===== src/rtl/exc_ctrl_pkg.sv =====
// Shared definitions for the exception controller: PC select codes, mode encoding,
// Cause bit positions and ExcCode values (also used by the kernel register decode).
package exc_ctrl_pkg;

  localparam logic [31:0] EXC_VEC = 32'h8000_0004;
  localparam logic [31:0] RST_EPC = 32'h0000_0000;

  localparam logic [1:0] PC_NEXT = 2'd0;
  localparam logic [1:0] PC_VEC  = 2'd1;
  localparam logic [1:0] PC_EPC  = 2'd2;
  localparam logic [1:0] PC_HOLD = 2'd3;

  typedef enum logic [1:0] {
    StUser   = 2'd0,
    StKernel = 2'd1,
    StHalt   = 2'd2
  } exc_state_e;

  localparam int unsigned CauseErrInst = 0;
  localparam int unsigned CauseOvf     = 1;
  localparam int unsigned CauseTcOvf   = 2;
  localparam int unsigned CauseRxRdy   = 3;
  localparam int unsigned CauseTxRdy   = 4;
  localparam int unsigned CauseCodeLsb = 8;
  localparam int unsigned CauseCodeMsb = 10;
  localparam int unsigned CauseDouble  = 31;

  localparam logic [2:0] ExcNone    = 3'd0;
  localparam logic [2:0] ExcErrInst = 3'd1;
  localparam logic [2:0] ExcOvf     = 3'd2;
  localparam logic [2:0] ExcTcOvf   = 3'd3;
  localparam logic [2:0] ExcRxRdy   = 3'd4;
  localparam logic [2:0] ExcTxRdy   = 3'd5;

endpackage


===== src/rtl/exc_prio.sv =====
// Fixed-priority encoder turning the taken event set into an ExcCode.
module exc_prio
  import exc_ctrl_pkg::*;
(
  input  logic       err_i,
  input  logic       ovf_i,
  input  logic       tc_i,
  input  logic       rx_i,
  input  logic       tx_i,
  output logic [2:0] code_o
);

  always_comb begin
    code_o = ExcNone;
    if (err_i)      code_o = ExcErrInst;
    else if (ovf_i) code_o = ExcOvf;
    else if (tc_i)  code_o = ExcTcOvf;
    else if (rx_i)  code_o = ExcRxRdy;
    else if (tx_i)  code_o = ExcTxRdy;
  end

endmodule


===== src/rtl/exc_ctrl.sv =====
// Exception/interrupt controller: arbitrates sync exceptions and masked interrupts,
// owns EPC/Cause/Mask/Pend and the user/kernel/halt mode, and steers the PC.
module exc_ctrl
  import exc_ctrl_pkg::*;
(
  input  logic        clk_i,
  input  logic        rst_ni,
  input  logic [31:0] pc_i,
  input  logic        err_inst_i,
  input  logic        ovf_i,
  input  logic        eret_i,
  input  logic [2:0]  int_src_i,
  input  logic        mask_wr_i,
  input  logic [2:0]  mask_in_i,
  input  logic [2:0]  ack_i,
  output logic [1:0]  pc_sel_o,
  output logic [31:0] epc_o,
  output logic [31:0] cause_o,
  output logic [2:0]  pend_o,
  output logic        kernel_o,
  output logic        wr_kill_o
);

  exc_state_e  state_q, state_d;
  logic [31:0] epc_q, epc_d;
  logic [31:0] cause_q, cause_d;
  logic [2:0]  mask_q, mask_d;
  logic [2:0]  pend_q, pend_d;

  logic        is_user;
  logic        err_eff;
  logic [2:0]  ext;
  logic [2:0]  exc_code;
  logic [1:0]  pc_sel;
  logic        wr_kill;

  assign is_user = (state_q == StUser);
  // A user-mode eret is privileged and is reported as an illegal instruction.
  assign err_eff = err_inst_i | (eret_i & is_user);
  assign ext     = (pend_q | int_src_i) & mask_q;

  exc_prio u_prio (
    .err_i  (err_eff),
    .ovf_i  (ovf_i),
    .tc_i   (ext[0]),
    .rx_i   (ext[1]),
    .tx_i   (ext[2]),
    .code_o (exc_code)
  );

  always_comb begin
    state_d = state_q;
    epc_d   = epc_q;
    cause_d = cause_q;
    mask_d  = mask_q;
    pend_d  = pend_q;
    pc_sel  = PC_NEXT;
    wr_kill = 1'b0;
    unique case (state_q)
      StUser: begin
        pend_d = pend_q | int_src_i;
        if (err_eff || ovf_i || (ext != 3'b000)) begin
          pc_sel  = PC_VEC;
          wr_kill = 1'b1;
          epc_d   = pc_i;
          cause_d = '0;
          cause_d[CauseCodeMsb:CauseCodeLsb] = exc_code;
          cause_d[CauseTxRdy:CauseTcOvf]     = ext;
          cause_d[CauseOvf]                  = ovf_i;
          cause_d[CauseErrInst]              = err_eff;
          state_d = StKernel;
        end
      end
      StKernel: begin
        if (err_inst_i || ovf_i) begin
          // Double fault: the faulting kernel instruction must not touch Mask or Ack.
          pc_sel  = PC_HOLD;
          wr_kill = 1'b1;
          pend_d  = pend_q | int_src_i;
          cause_d[CauseDouble]  = 1'b1;
          cause_d[CauseOvf]     = cause_q[CauseOvf] | ovf_i;
          cause_d[CauseErrInst] = cause_q[CauseErrInst] | err_inst_i;
          state_d = StHalt;
        end else begin
          pend_d = (pend_q & ~ack_i) | int_src_i;
          if (mask_wr_i) mask_d = mask_in_i;
          if (eret_i) begin
            pc_sel  = PC_EPC;
            state_d = StUser;
          end
        end
      end
      default: begin
        pc_sel  = PC_HOLD;
        wr_kill = 1'b1;
      end
    endcase
  end

  always_ff @(posedge clk_i or negedge rst_ni) begin
    if (!rst_ni) begin
      state_q <= StKernel;
      epc_q   <= RST_EPC;
      cause_q <= '0;
      mask_q  <= 3'b000;
      pend_q  <= 3'b000;
    end else begin
      state_q <= state_d;
      epc_q   <= epc_d;
      cause_q <= cause_d;
      mask_q  <= mask_d;
      pend_q  <= pend_d;
    end
  end

  assign pc_sel_o  = rst_ni ? pc_sel : PC_NEXT;
  assign wr_kill_o = rst_ni & wr_kill;
  assign epc_o     = epc_q;
  assign cause_o   = cause_q;
  assign pend_o    = pend_q;
  assign kernel_o  = (state_q != StUser);

endmodule


===== config.mk =====
export PLATFORM = sky130hd
export DESIGN_NAME = exc_ctrl
export DESIGN_NICKNAME = d
export VERILOG_FILES = /design/src/rtl/exc_ctrl_pkg.sv /design/src/rtl/exc_prio.sv /design/src/rtl/exc_ctrl.sv
export SDC_FILE = /design/constraint.sdc
export NUM_CORES = 1
export LEC_CHECK = 0
export ABC_AREA = 0
export CAP_MARGIN = 20
export CORE_MARGIN = 2
export CORE_UTILIZATION = 39
export CTS_CLUSTER_DIAMETER = 150
export DETAILED_ROUTE_END_ITERATION = 10
export PLACE_DENSITY_LB_ADDON = 0.2
export SYNTH_ARGS = -nofsm -noshare
export SYNTH_HDL_FRONTEND = slang
export SYNTH_HIERARCHICAL = 1
export SYNTH_SLANG_ARGS = --single-unit

===== constraint.sdc =====
create_clock -name clk_i -period 2.1 [get_ports clk_i]
set_clock_uncertainty 0.05 [all_clocks]
set_input_delay 0.42 -clock clk_i [delete_from_list [all_inputs] [get_ports clk_i]]
set_output_delay 0.42 -clock clk_i [all_outputs]
set_load 0.02 [all_outputs]

==> reports/qor.csv <==
stage,metric,value,unit
timing,layout_setup_ws,-18.7,ps
cells_and_area,fin_nets,328,
logic_synthesis,synth.distinct_cells,27,
setup_path,cp-start-kind,flop,
setup_path,cp.arrival,1650,ps
drt,first_pass_iters,4,
grt,use_met3,6.32,%
placed_design,dp_cells,346,
cells_and_area,final_common_cell,clkdlybuf4s50_1,
die,die_x,78.5,um
drt,wire_per_inst,13.0,um
cts,insertion_delay,290,ps
logic_synthesis,synth_warnings,6,
cts,cts_buffers,5,
placed_design,io_buffer_count,94,
cts,postCtsSetupBuffers,0,
logic_synthesis,syn_area,0.00217,mm^2
die,fp.dieH,78.5,um
logic_synthesis,synth_xor_area_share,0,%
logic_synthesis,synth_compound_area_share,6.76,%
timing,max_freq,472,MHz
cells_and_area,regArea,0.00123,mm^2
grt,met1_usage,21.0,%
timing,hold_viol,0,
timing,slew_violations,0,
timing,rsz0062_at_grt,yes,
logic_synthesis,synth_area_leaders,"dfrtp_1, mux2_1, buf_4, mux2_2, inv_1",
setup_path,worstSetupEndpointType,output pin,
grt,antenna_found_initial,0,
drt,vias,1593,
pwr,p_per_area,1060,mW/mm^2
logic_synthesis,synth_seq_cells,49,
setup_path,cp_slowest_cell,dfstp_2,
grt,busiest_layer,met2,
cts,cts_sinks,49,
cells_and_area,area.growth.synth_to_final,53.3,%
grt,use_met2,24.8,%
drt,wirelength,4590,um
cts,clockBufferDepth,2,
logic_synthesis,synth.avg_cell_area,13.0,um^2
cts,clk_pin_slew,90,ps
drt,vias_per_cell,4.50,
logic_synthesis,synthAdderAreaFrac,0,%
logic_synthesis,yosys.area_share.simple,4.73,%
setup_path,worstPathRequired,1630,ps
setup_path,crit_type,reg2out,
outcome,violations,setup timing,
cells_and_area,drive_above_1_share,16.3,%
pwr,power.leakage,1.48,nW
drt,drc,0,
cells_and_area,fin_cells,354,
logic_synthesis,ys.flop_type,dfrtp_1,
logic_synthesis,yosysTopAreaCell,dfrtp_1,
grt,grt_pass1_wl,7800,um
cells_and_area,multi_input_area,796,um^2
cells_and_area,fillers,475,
cts,ctsRootBufferMaster,clkbuf_8,
pwr,finalPower,3.52,mW
die,floorplan.io_pins,118,
timing,setup_viol,2,
drt,drtIter0Drc,44,
timing,fin_crit_sh,101,%
placed_design,place_congestion,0.851,
outcome,status,finished with violations,
logic_synthesis,synth-edff-count,0,
logic_synthesis,synth_top_area_share,55.4,%
grt,grt_pass1_vias,1667,
timing,fin_crit,2120,ps
grt,overflow,0,
die,die-area,0.00617,mm^2
logic_synthesis,async_flop_share,100,%
cts,htree_levels,2,
logic_synthesis,synth_cells,167,
logic_synthesis,synth_top_family_by_area,multiplexers,
cells_and_area,num_antenna_cells,0,
setup_path,critPathMaxFanout,2,
setup_path,path_cells,"or4b_4, nand2_2, a41oi_2, buf_2",
setup_path,cp_slowest_stage_delay,540,ps
die,initial_utilization,39.8,%
logic_synthesis,synthMuxAreaShare,19.7,%
worst_hold_path,holdCritPathClass,in2async,
cells_and_area,final_cell_mix,"clkdlybuf4s50_1, dfrtp_1, mux2_1",
grt,track_usage,16.1,%
placed_design,dp_hpwl,3480,um
flow_run,maxCapViolCount,0,
cts,cts_tree,done,
cts,ctsHoldBuffers,0,
grt,grt_max_degree,37,
pwr,ir_worst_vdd,0.616,mV
drt,antenna_left,0,
die,rows,27,
logic_synthesis,synth-seq-area-share,56.6,%
die,coreArea,0.00544,mm^2
placed_design,pre_cts_ws,-642,ps
==> kinds of logic (layout without fill, tap and decap cells) <==
logic type	count (synthesis)	count (layout)
DFF	49	49
AOI/OAI and AO/OA	20	20
buffers and inverters	41	134
and+or+nand+nor	18	18
other	1	23
muxes	38	38
==> sequential cells by signal (all words and copies together) (netlist names) <==
signal,flops
cause_o,9
pend_o,3
epc_o,32
mask_q,3
state_q,2
==> routing by layer <==
| metal | part of all wire [%] | vias to the layer above |
|---|---|---|
| met5 | 0 | - |
| met4 | 1.3 | 0 |
| met3 | 11 | 5 |
| met2 | 44 | 83 |
| met1 | 44 | 753 |
| li1 | - | 752 |
==> timing repair <==
action                                  in CTS  in global routing
endpoints found under the setup margin       4                  3
pin swaps                                    3                  2
resized for setup                           22                  2
==> cells in the mapped netlist, types with 2 or more instances <==
cell	n
a21o_1	2
nand2_1	4
a211o_1	2
o22ai_1	3
mux2_2	5
mux2_1	33
inv_1	12
dfrtp_1	48
o2bb2ai_1	2
buf_4	28
nor2_1	7
o21ai_1	3
a21oi_1	2
a31oi_1	3
==> power by group <==
group	switching [mW]	total, mW	internal (mW)
combinational	0.739	1.55	0.811
sequential	0.166	1.45	1.28
clock	0.297	0.528	0.231
total	1.20	3.52	2.32
==> path summary, 6_finish.rpt <==
check                      slack (ps)  cells past startpoint  startpoint          end
setup / recovery                  -20                      4  state_q[0]  pc_sel_o[0]
hold / removal                     60                      2      rst_ni    epc_o[20]
setup reg to reg                  150                      7  state_q[1]    epc_o[24]
hold reg to reg                   440                      1  cause_o[9]   cause_o[9]
max in group asynchronous        1460                      2      rst_ni   state_q[0]
min in group clk_i                440                      1  cause_o[9]   cause_o[9]
==> critical path: cells and delay by family, from the launching register on <==
| family | cells | cell delay (ps) |
|---|---|---|
| AOI/OAI and AO/OA | 1 | 40 |
| buffers and inverters | 1 | 190 |
| DFF | 1 | 540 |
| and+or+nand+nor | 2 | 580 |
==> final cells by class <==
type | count | area share (%)
Clock buffer | 6 | 2.18
Timing Repair Buffer | 113 | 32.4
Inverter | 13 | 1.47
Tap cell | 72 | 2.71
Clock inverter | 2 | 0.301
Multi-Input combinational cell | 99 | 24.0
Sequential cell | 49 | 36.9
==> through the flow <==
stage / hold slack (ps) / util, % / area (um^2) / setup TNS, ps
after floorplan: 74.4 / - / 2250 / 0
after global placement: 374 / 59.4 / 3230 / -7450
after detailed placement: 373 / 59.4 / 3230 / -8420
after CTS: 59.8 / 61.0 / 3320 / -41.5
after global routing: 79.5 / 61.1 / 3320 / -178
final: 59.8 / 61.1 / 3320 / -35.2
No activity file was read; power rests on OpenSTA's default activity.
